--- config.mk ---
export PLATFORM = sky130hd
export DESIGN_NAME = crc_frame_accum_flat
export DESIGN_NICKNAME = d
export VERILOG_FILES = /design/src/rtl/crc_frame_accum_if.sv /design/src/rtl/crc_frame_accum.sv /design/src/flat_wrapper.sv
export SDC_FILE = /design/constraint.sdc
export NUM_CORES = 1
export LEC_CHECK = 0
export CAP_MARGIN = 20
export CORE_MARGIN = 2
export CORE_UTILIZATION = 50
export CTS_CLUSTER_SIZE = 10
export DETAILED_ROUTE_END_ITERATION = 8
export GPL_TIMING_DRIVEN = 0
export PLACE_DENSITY = 0.77
export SLEW_MARGIN = 40
export SYNTH_ARGS = -nofsm -noshare
export SYNTH_HDL_FRONTEND = slang
export SYNTH_SLANG_ARGS = --single-unit
--- constraint.sdc ---
create_clock -name clk -period 12.15 [get_ports clk]
set_clock_uncertainty 0.1 [all_clocks]
set_input_delay 3.645 -clock clk [delete_from_list [all_inputs] [get_ports clk]]
set_output_delay 3.645 -clock clk [all_outputs]
set_load 0.1 [all_outputs]
--- src/rtl/crc_frame_accum_if.sv ---
// Word-in / CRC-result handshake bundle for crc_frame_accum.
// slave is the accumulator's view; master is the producer/consumer side.
interface crc_frame_accum_if #(
  parameter int unsigned WORDWIDTH = 40,
  parameter int unsigned CRCWIDTH  = 8,
  parameter int unsigned CNTWIDTH  = 16
);
  logic [WORDWIDTH-1:0] din;
  logic                 din_valid;
  logic                 din_ready;
  logic                 din_sof;
  logic                 din_eof;
  logic                 din_dis;
  logic [CRCWIDTH-1:0]  crc_out;
  logic [CNTWIDTH-1:0]  crc_nwords;
  logic                 crc_valid;
  logic                 crc_ready;
  logic                 frame_err;
  logic                 busy;

  modport master (
    output din, din_valid, din_sof, din_eof, din_dis, crc_ready,
    input  din_ready, crc_out, crc_nwords, crc_valid, frame_err, busy
  );

  modport slave (
    input  din, din_valid, din_sof, din_eof, din_dis, crc_ready,
    output din_ready, crc_out, crc_nwords, crc_valid, frame_err, busy
  );
endinterface

--- src/rtl/crc_frame_accum.sv ---
// Frame CRC accumulator: one word per cycle through an unrolled MSB-first LFSR,
// framed by sof/eof, result held in an output register until the consumer takes it.
module crc_frame_accum #(
  parameter int unsigned         WORDWIDTH = 40,
  parameter int unsigned         CRCWIDTH  = 8,
  parameter logic [CRCWIDTH-1:0] POLY      = CRCWIDTH'(8'h2F),
  parameter logic [CRCWIDTH-1:0] INIT      = '0,
  parameter int unsigned         CNTWIDTH  = 16
) (
  input  logic             clk,
  input  logic             rstn,
  crc_frame_accum_if.slave bus
);

  typedef enum logic {
    IDLE  = 1'b0,
    ACCUM = 1'b1
  } state_t;

  state_t              state_q, state_d;
  logic [CRCWIDTH-1:0] crc_q, crc_d;
  logic [CNTWIDTH-1:0] cnt_q, cnt_d;
  logic [CRCWIDTH-1:0] out_crc_q, out_crc_d;
  logic [CNTWIDTH-1:0] out_cnt_q, out_cnt_d;
  logic                out_valid_q, out_valid_d;
  logic                err_q, err_d;

  logic                 xfer;
  logic [WORDWIDTH-1:0] upd_word;
  logic [CRCWIDTH-1:0]  upd_crc;

  // Full-word LFSR advance, bit WORDWIDTH-1 shifted in first.
  function automatic logic [CRCWIDTH-1:0] crc_update(
    input logic [CRCWIDTH-1:0]  c_in,
    input logic [WORDWIDTH-1:0] w
  );
    logic [CRCWIDTH-1:0] c;
    logic                fb;
    c = c_in;
    for (int i = WORDWIDTH - 1; i >= 0; i--) begin
      fb = w[i] ^ c[CRCWIDTH-1];
      c  = {c[CRCWIDTH-2:0], 1'b0} ^ (fb ? POLY : '0);
    end
    return c;
  endfunction

  // A stalled result blocks new words so it can never be overwritten.
  assign bus.din_ready  = ~out_valid_q | bus.crc_ready;
  assign xfer           = bus.din_valid & bus.din_ready;

  assign bus.crc_out    = out_crc_q;
  assign bus.crc_nwords = out_cnt_q;
  assign bus.crc_valid  = out_valid_q;
  assign bus.frame_err  = err_q;
  assign bus.busy       = (state_q == ACCUM);

  always_ff @(posedge clk or negedge rstn) begin
    if (!rstn) begin
      state_q     <= IDLE;
      crc_q       <= INIT;
      cnt_q       <= '0;
      out_crc_q   <= '0;
      out_cnt_q   <= '0;
      out_valid_q <= 1'b0;
      err_q       <= 1'b0;
    end else begin
      state_q     <= state_d;
      crc_q       <= crc_d;
      cnt_q       <= cnt_d;
      out_crc_q   <= out_crc_d;
      out_cnt_q   <= out_cnt_d;
      out_valid_q <= out_valid_d;
      err_q       <= err_d;
    end
  end

  always_comb begin
    state_d     = state_q;
    crc_d       = crc_q;
    cnt_d       = cnt_q;
    out_crc_d   = out_crc_q;
    out_cnt_d   = out_cnt_q;
    out_valid_d = out_valid_q & ~bus.crc_ready;
    err_d       = 1'b0;

    // sof always reseeds, so the chain base is INIT whenever sof is set.
    upd_word = bus.din_dis ? '0 : bus.din;
    upd_crc  = crc_update(bus.din_sof ? INIT : crc_q, upd_word);

    if (xfer) begin
      if (bus.din_sof) begin
        err_d   = (state_q == ACCUM);
        crc_d   = upd_crc;
        cnt_d   = CNTWIDTH'(1);
        state_d = ACCUM;
      end else if (state_q == ACCUM) begin
        crc_d = upd_crc;
        cnt_d = (cnt_q == '1) ? cnt_q : cnt_q + CNTWIDTH'(1);
      end else begin
        err_d = 1'b1;
      end

      // eof only closes a frame that is open after this word.
      if (bus.din_eof && (state_d == ACCUM)) begin
        out_crc_d   = crc_d;
        out_cnt_d   = cnt_d;
        out_valid_d = 1'b1;
        state_d     = IDLE;
        crc_d       = INIT;
        cnt_d       = '0;
      end
    end
  end

endmodule

--- src/flat_wrapper.sv ---
// flat-port wrapper written by rule: the top's interface ports become plain ports
module crc_frame_accum_flat 
#(
  parameter int unsigned         WORDWIDTH = 40,
  parameter int unsigned         CRCWIDTH  = 8,
  parameter logic [CRCWIDTH-1:0] POLY      = CRCWIDTH'(8'h2F),
  parameter logic [CRCWIDTH-1:0] INIT      = '0,
  parameter int unsigned         CNTWIDTH  = 16
)
  (clk, rstn, bus_din, bus_din_valid, bus_din_sof, bus_din_eof, bus_din_dis, bus_crc_ready, bus_din_ready, bus_crc_out, bus_crc_nwords, bus_crc_valid, bus_frame_err, bus_busy);
  crc_frame_accum_if #(.WORDWIDTH(WORDWIDTH), .CRCWIDTH(CRCWIDTH), .CNTWIDTH(CNTWIDTH)) bus_i ();
  input  logic clk;
  input  logic rstn;
  input wire logic [$bits(bus_i.din)-1:0] bus_din;
  input wire logic [$bits(bus_i.din_valid)-1:0] bus_din_valid;
  input wire logic [$bits(bus_i.din_sof)-1:0] bus_din_sof;
  input wire logic [$bits(bus_i.din_eof)-1:0] bus_din_eof;
  input wire logic [$bits(bus_i.din_dis)-1:0] bus_din_dis;
  input wire logic [$bits(bus_i.crc_ready)-1:0] bus_crc_ready;
  output wire logic [$bits(bus_i.din_ready)-1:0] bus_din_ready;
  output wire logic [$bits(bus_i.crc_out)-1:0] bus_crc_out;
  output wire logic [$bits(bus_i.crc_nwords)-1:0] bus_crc_nwords;
  output wire logic [$bits(bus_i.crc_valid)-1:0] bus_crc_valid;
  output wire logic [$bits(bus_i.frame_err)-1:0] bus_frame_err;
  output wire logic [$bits(bus_i.busy)-1:0] bus_busy;
  assign bus_i.din = bus_din;
  assign bus_i.din_valid = bus_din_valid;
  assign bus_i.din_sof = bus_din_sof;
  assign bus_i.din_eof = bus_din_eof;
  assign bus_i.din_dis = bus_din_dis;
  assign bus_i.crc_ready = bus_crc_ready;
  assign bus_din_ready = bus_i.din_ready;
  assign bus_crc_out = bus_i.crc_out;
  assign bus_crc_nwords = bus_i.crc_nwords;
  assign bus_crc_valid = bus_i.crc_valid;
  assign bus_frame_err = bus_i.frame_err;
  assign bus_busy = bus_i.busy;
  crc_frame_accum #(.WORDWIDTH(WORDWIDTH), .CRCWIDTH(CRCWIDTH), .POLY(POLY), .INIT(INIT), .CNTWIDTH(CNTWIDTH)) u_core (.clk(clk), .rstn(rstn), .bus(bus_i));
endmodule
==> metrics <==
Crit path required time 8400 ps; Fmax 118.4 MHz; routed length per instance 14.95 microns; Synth top area share 0.2869; FF-to-FF End u_core.crc_q[5]; slew margin rel. 0.5001; count of cell types in the netlist 44; hold slack around 380 ps; CTS max path bufs 2; GRT Overall Usage 0.2133; Crit. End Element primary output; worst reg2reg setup slack a little under 8000 ps; largest net degree at the start of global routing 37; starting density of the core 0.5125; area leader, netlist dfrtp_1; flops & latches, synth 51; worst reg2reg path depth 12; hold crit path type flip-flop to flip-flop; DRC violations left 0; Critical path origin bus_crc_ready; I/O pin cnt 75; dpl cells 652; cts hold-fix bufs 0; nets 600; final hold vios 0; grt total ovfl 0; remaining antenna violation count after routing 0; slowest CP cell clkdlybuf4s50_1; period utilisation layout 0.6950; synth warn 0; CP Max Fanout 4; Iteration-0 DRC Markers 169; top cells by area, synth dfrtp_1 (29%), xnor2_1 (18%), xnor3_1 (8.6%); most common cell in the netlist xnor2_1; Post-Layout Cell Count 659; Most used DFF post-synth dfrtp_1; EDFF count, synth 0; post-route setup TNS 0 ps; Largest delay share family, worst path buffers and inverters; area delta synth->final 19.38%; width of the die 98.32 microns; Port-buffer cells 74; via count 3497; vias in the first global route 3658; clk_lat worst skew 310 ps; Worst Path Buf+Inv 2; row count 34; TritonCTS clock tree yes; shortest period the worst path allows 8444 ps; Core Area 0.008678 sq mm; Mapped Nets between 500 and 600; status finished, final reports clean; CP Launch Type primary input; Slew Limit Fails 0; WL final 9.853 mm; Initial DRT Pass Iterations 5; RSZ-0062 raised after global routing no; Die Span Y 98.32 microns; worst slew pin tran ~750 ps; initial antenna violation count 0; clock root buffer clkbuf_8; sequential share of the synthesized area 0.2869; Max-cap violations 0; H-tree lvl count 2; Async S/R FF share, synth 1.000; first-pass GRT wire length 16.95 mm; CTS Buf Count 5; cts repair resizes 0; clock sink total 51; class of the most critical setup path primary input to primary output; Syn Inst Count 469; Cell Area, Synth 0.004448 sq mm; # Post-CTS Setup Buffers 0; CTS clock-pin slew for the worst setup and hold paths 80 ps; GP Congestion 0.8557; layout cells sized above 1 0.1180; Post-synth top cells xnor2_1 (92), nand2_1 (63), dfrtp_1 (51); Crit. path cell count 3; DP HPWL 7.881 mm; Post-Syn Area per Cell 9.484 sq um; CP Cell Sequence clkdlybuf4s50_1, nand2b_1, buf_2; crit path to bus_din_ready; critical path's largest stage delay 460 ps; routed vias/inst 5.307; Worst EP arrival 4700 ps; Antenna Cells 0; setup violators final 0; RR Startpoint u_core.crc_q[4]; die area 0.009667 sq mm
-- routing by layer --
metal  up-vias  global-route usage  routed length (microns)
met1      1669              0.2921                     4420
met3        14             0.02863                      474
met4         0             0.05796                      157
met5         -                   0                        0
met2        92              0.3574                     4801
li1       1722                   -                        -
-- cell type report --
| type | count | area (sq um) |
|---|---|---|
| fill | 775 | 3368 |
| multi-input combinational | 399 | 3094 |
| sequential | 51 | 1276 |
| timing repair buffer | 75 | 618.1 |
| tap | 108 | 135.1 |
| clock buffer | 6 | 72.57 |
| buffer | 15 | 68.82 |
| clock inverter | 1 | 30.03 |
| inverter | 4 | 15.01 |
-- cells by family after synthesis --
logic type / Yosys count / synth area share
xor+xnor: 170 / 0.4329
simple gates: 153 / 0.1533
compound gates: 73 / 0.1001
flops: 51 / 0.2869
buf+inv: 19 / 0.01884
fa+ha+maj: 2 / 0.005625
mux: 1 / 0.002250
-- through the flow --
stage          cell area, sq um    util  setup slack, ps
6_report                   5310  0.6119             3706
3_5_place_dp               5201  0.5993             3706
3_3_place_gp               5324  0.6135             3011
4_1_cts                    5304  0.6112             3699
5_1_grt                    5310  0.6119             3668
2_1_floorplan              4448       -             3964
-- flip-flops by register name, summed over array words and instances (netlist names) --
signal,count
u_core.cnt_q,16
u_core.bus.crc_nwords,16
u_core.bus.crc_out,8
u_core.bus.crc_valid,1
u_core.crc_q,8
u_core.bus.busy,1
u_core.bus.frame_err,1
-- worst reg2reg max path: stages, from the launching register on --
cell	delay, ps
dfrtp_1	450
xnor2_1	170
nor2_1	90
xnor2_2	350
xnor3_1	580
xnor2_2	310
xnor3_1	470
xnor2_2	210
xnor2_1	360
xnor3_2	540
xor2_1	290
xnor2_1	170
a32o_1	280
-- worst min path at each step --
stage                             startpoint  cells after the start  slack (ps)                  endpoint
global route        u_core.bus.crc_nwords[9]                      2         420  u_core.bus.crc_nwords[9]
detailed placement  u_core.bus.crc_nwords[9]                      2         360  u_core.bus.crc_nwords[9]
floorplan                    u_core.cnt_q[4]                      1         380           u_core.cnt_q[4]
finish              u_core.bus.crc_nwords[5]                      2         380  u_core.bus.crc_nwords[5]
CTS                 u_core.bus.crc_nwords[9]                      2         390  u_core.bus.crc_nwords[9]
global placement    u_core.bus.crc_nwords[7]                      2         360  u_core.bus.crc_nwords[7]
-- cell usage in the layout, fill, tap and decap left out, types with 3 or more instances in the layout --
cell             count
a21oi_1              9
a22o_1               3
a31oi_1              4
a32o_1               5
and3_1               6
buf_2               29
clkbuf_1            13
clkbuf_8             5
clkdlybuf4s50_1     45
dfrtp_1             51
inv_1                3
nand2_1             63
nand2b_1             5
nand3_1              7
nand4_1              3
nor2_1              48
nor2b_1              9
o21ai_0             34
o21ai_1              5
o31ai_1              5
xnor2_1             92
xnor2_2             13
xnor3_1             17
xnor3_2              4
xor2_1              40
Power is left out: the tool's default activity adds up to more than one toggle a clock period on the data nets, which glitch-free logic cannot reach.
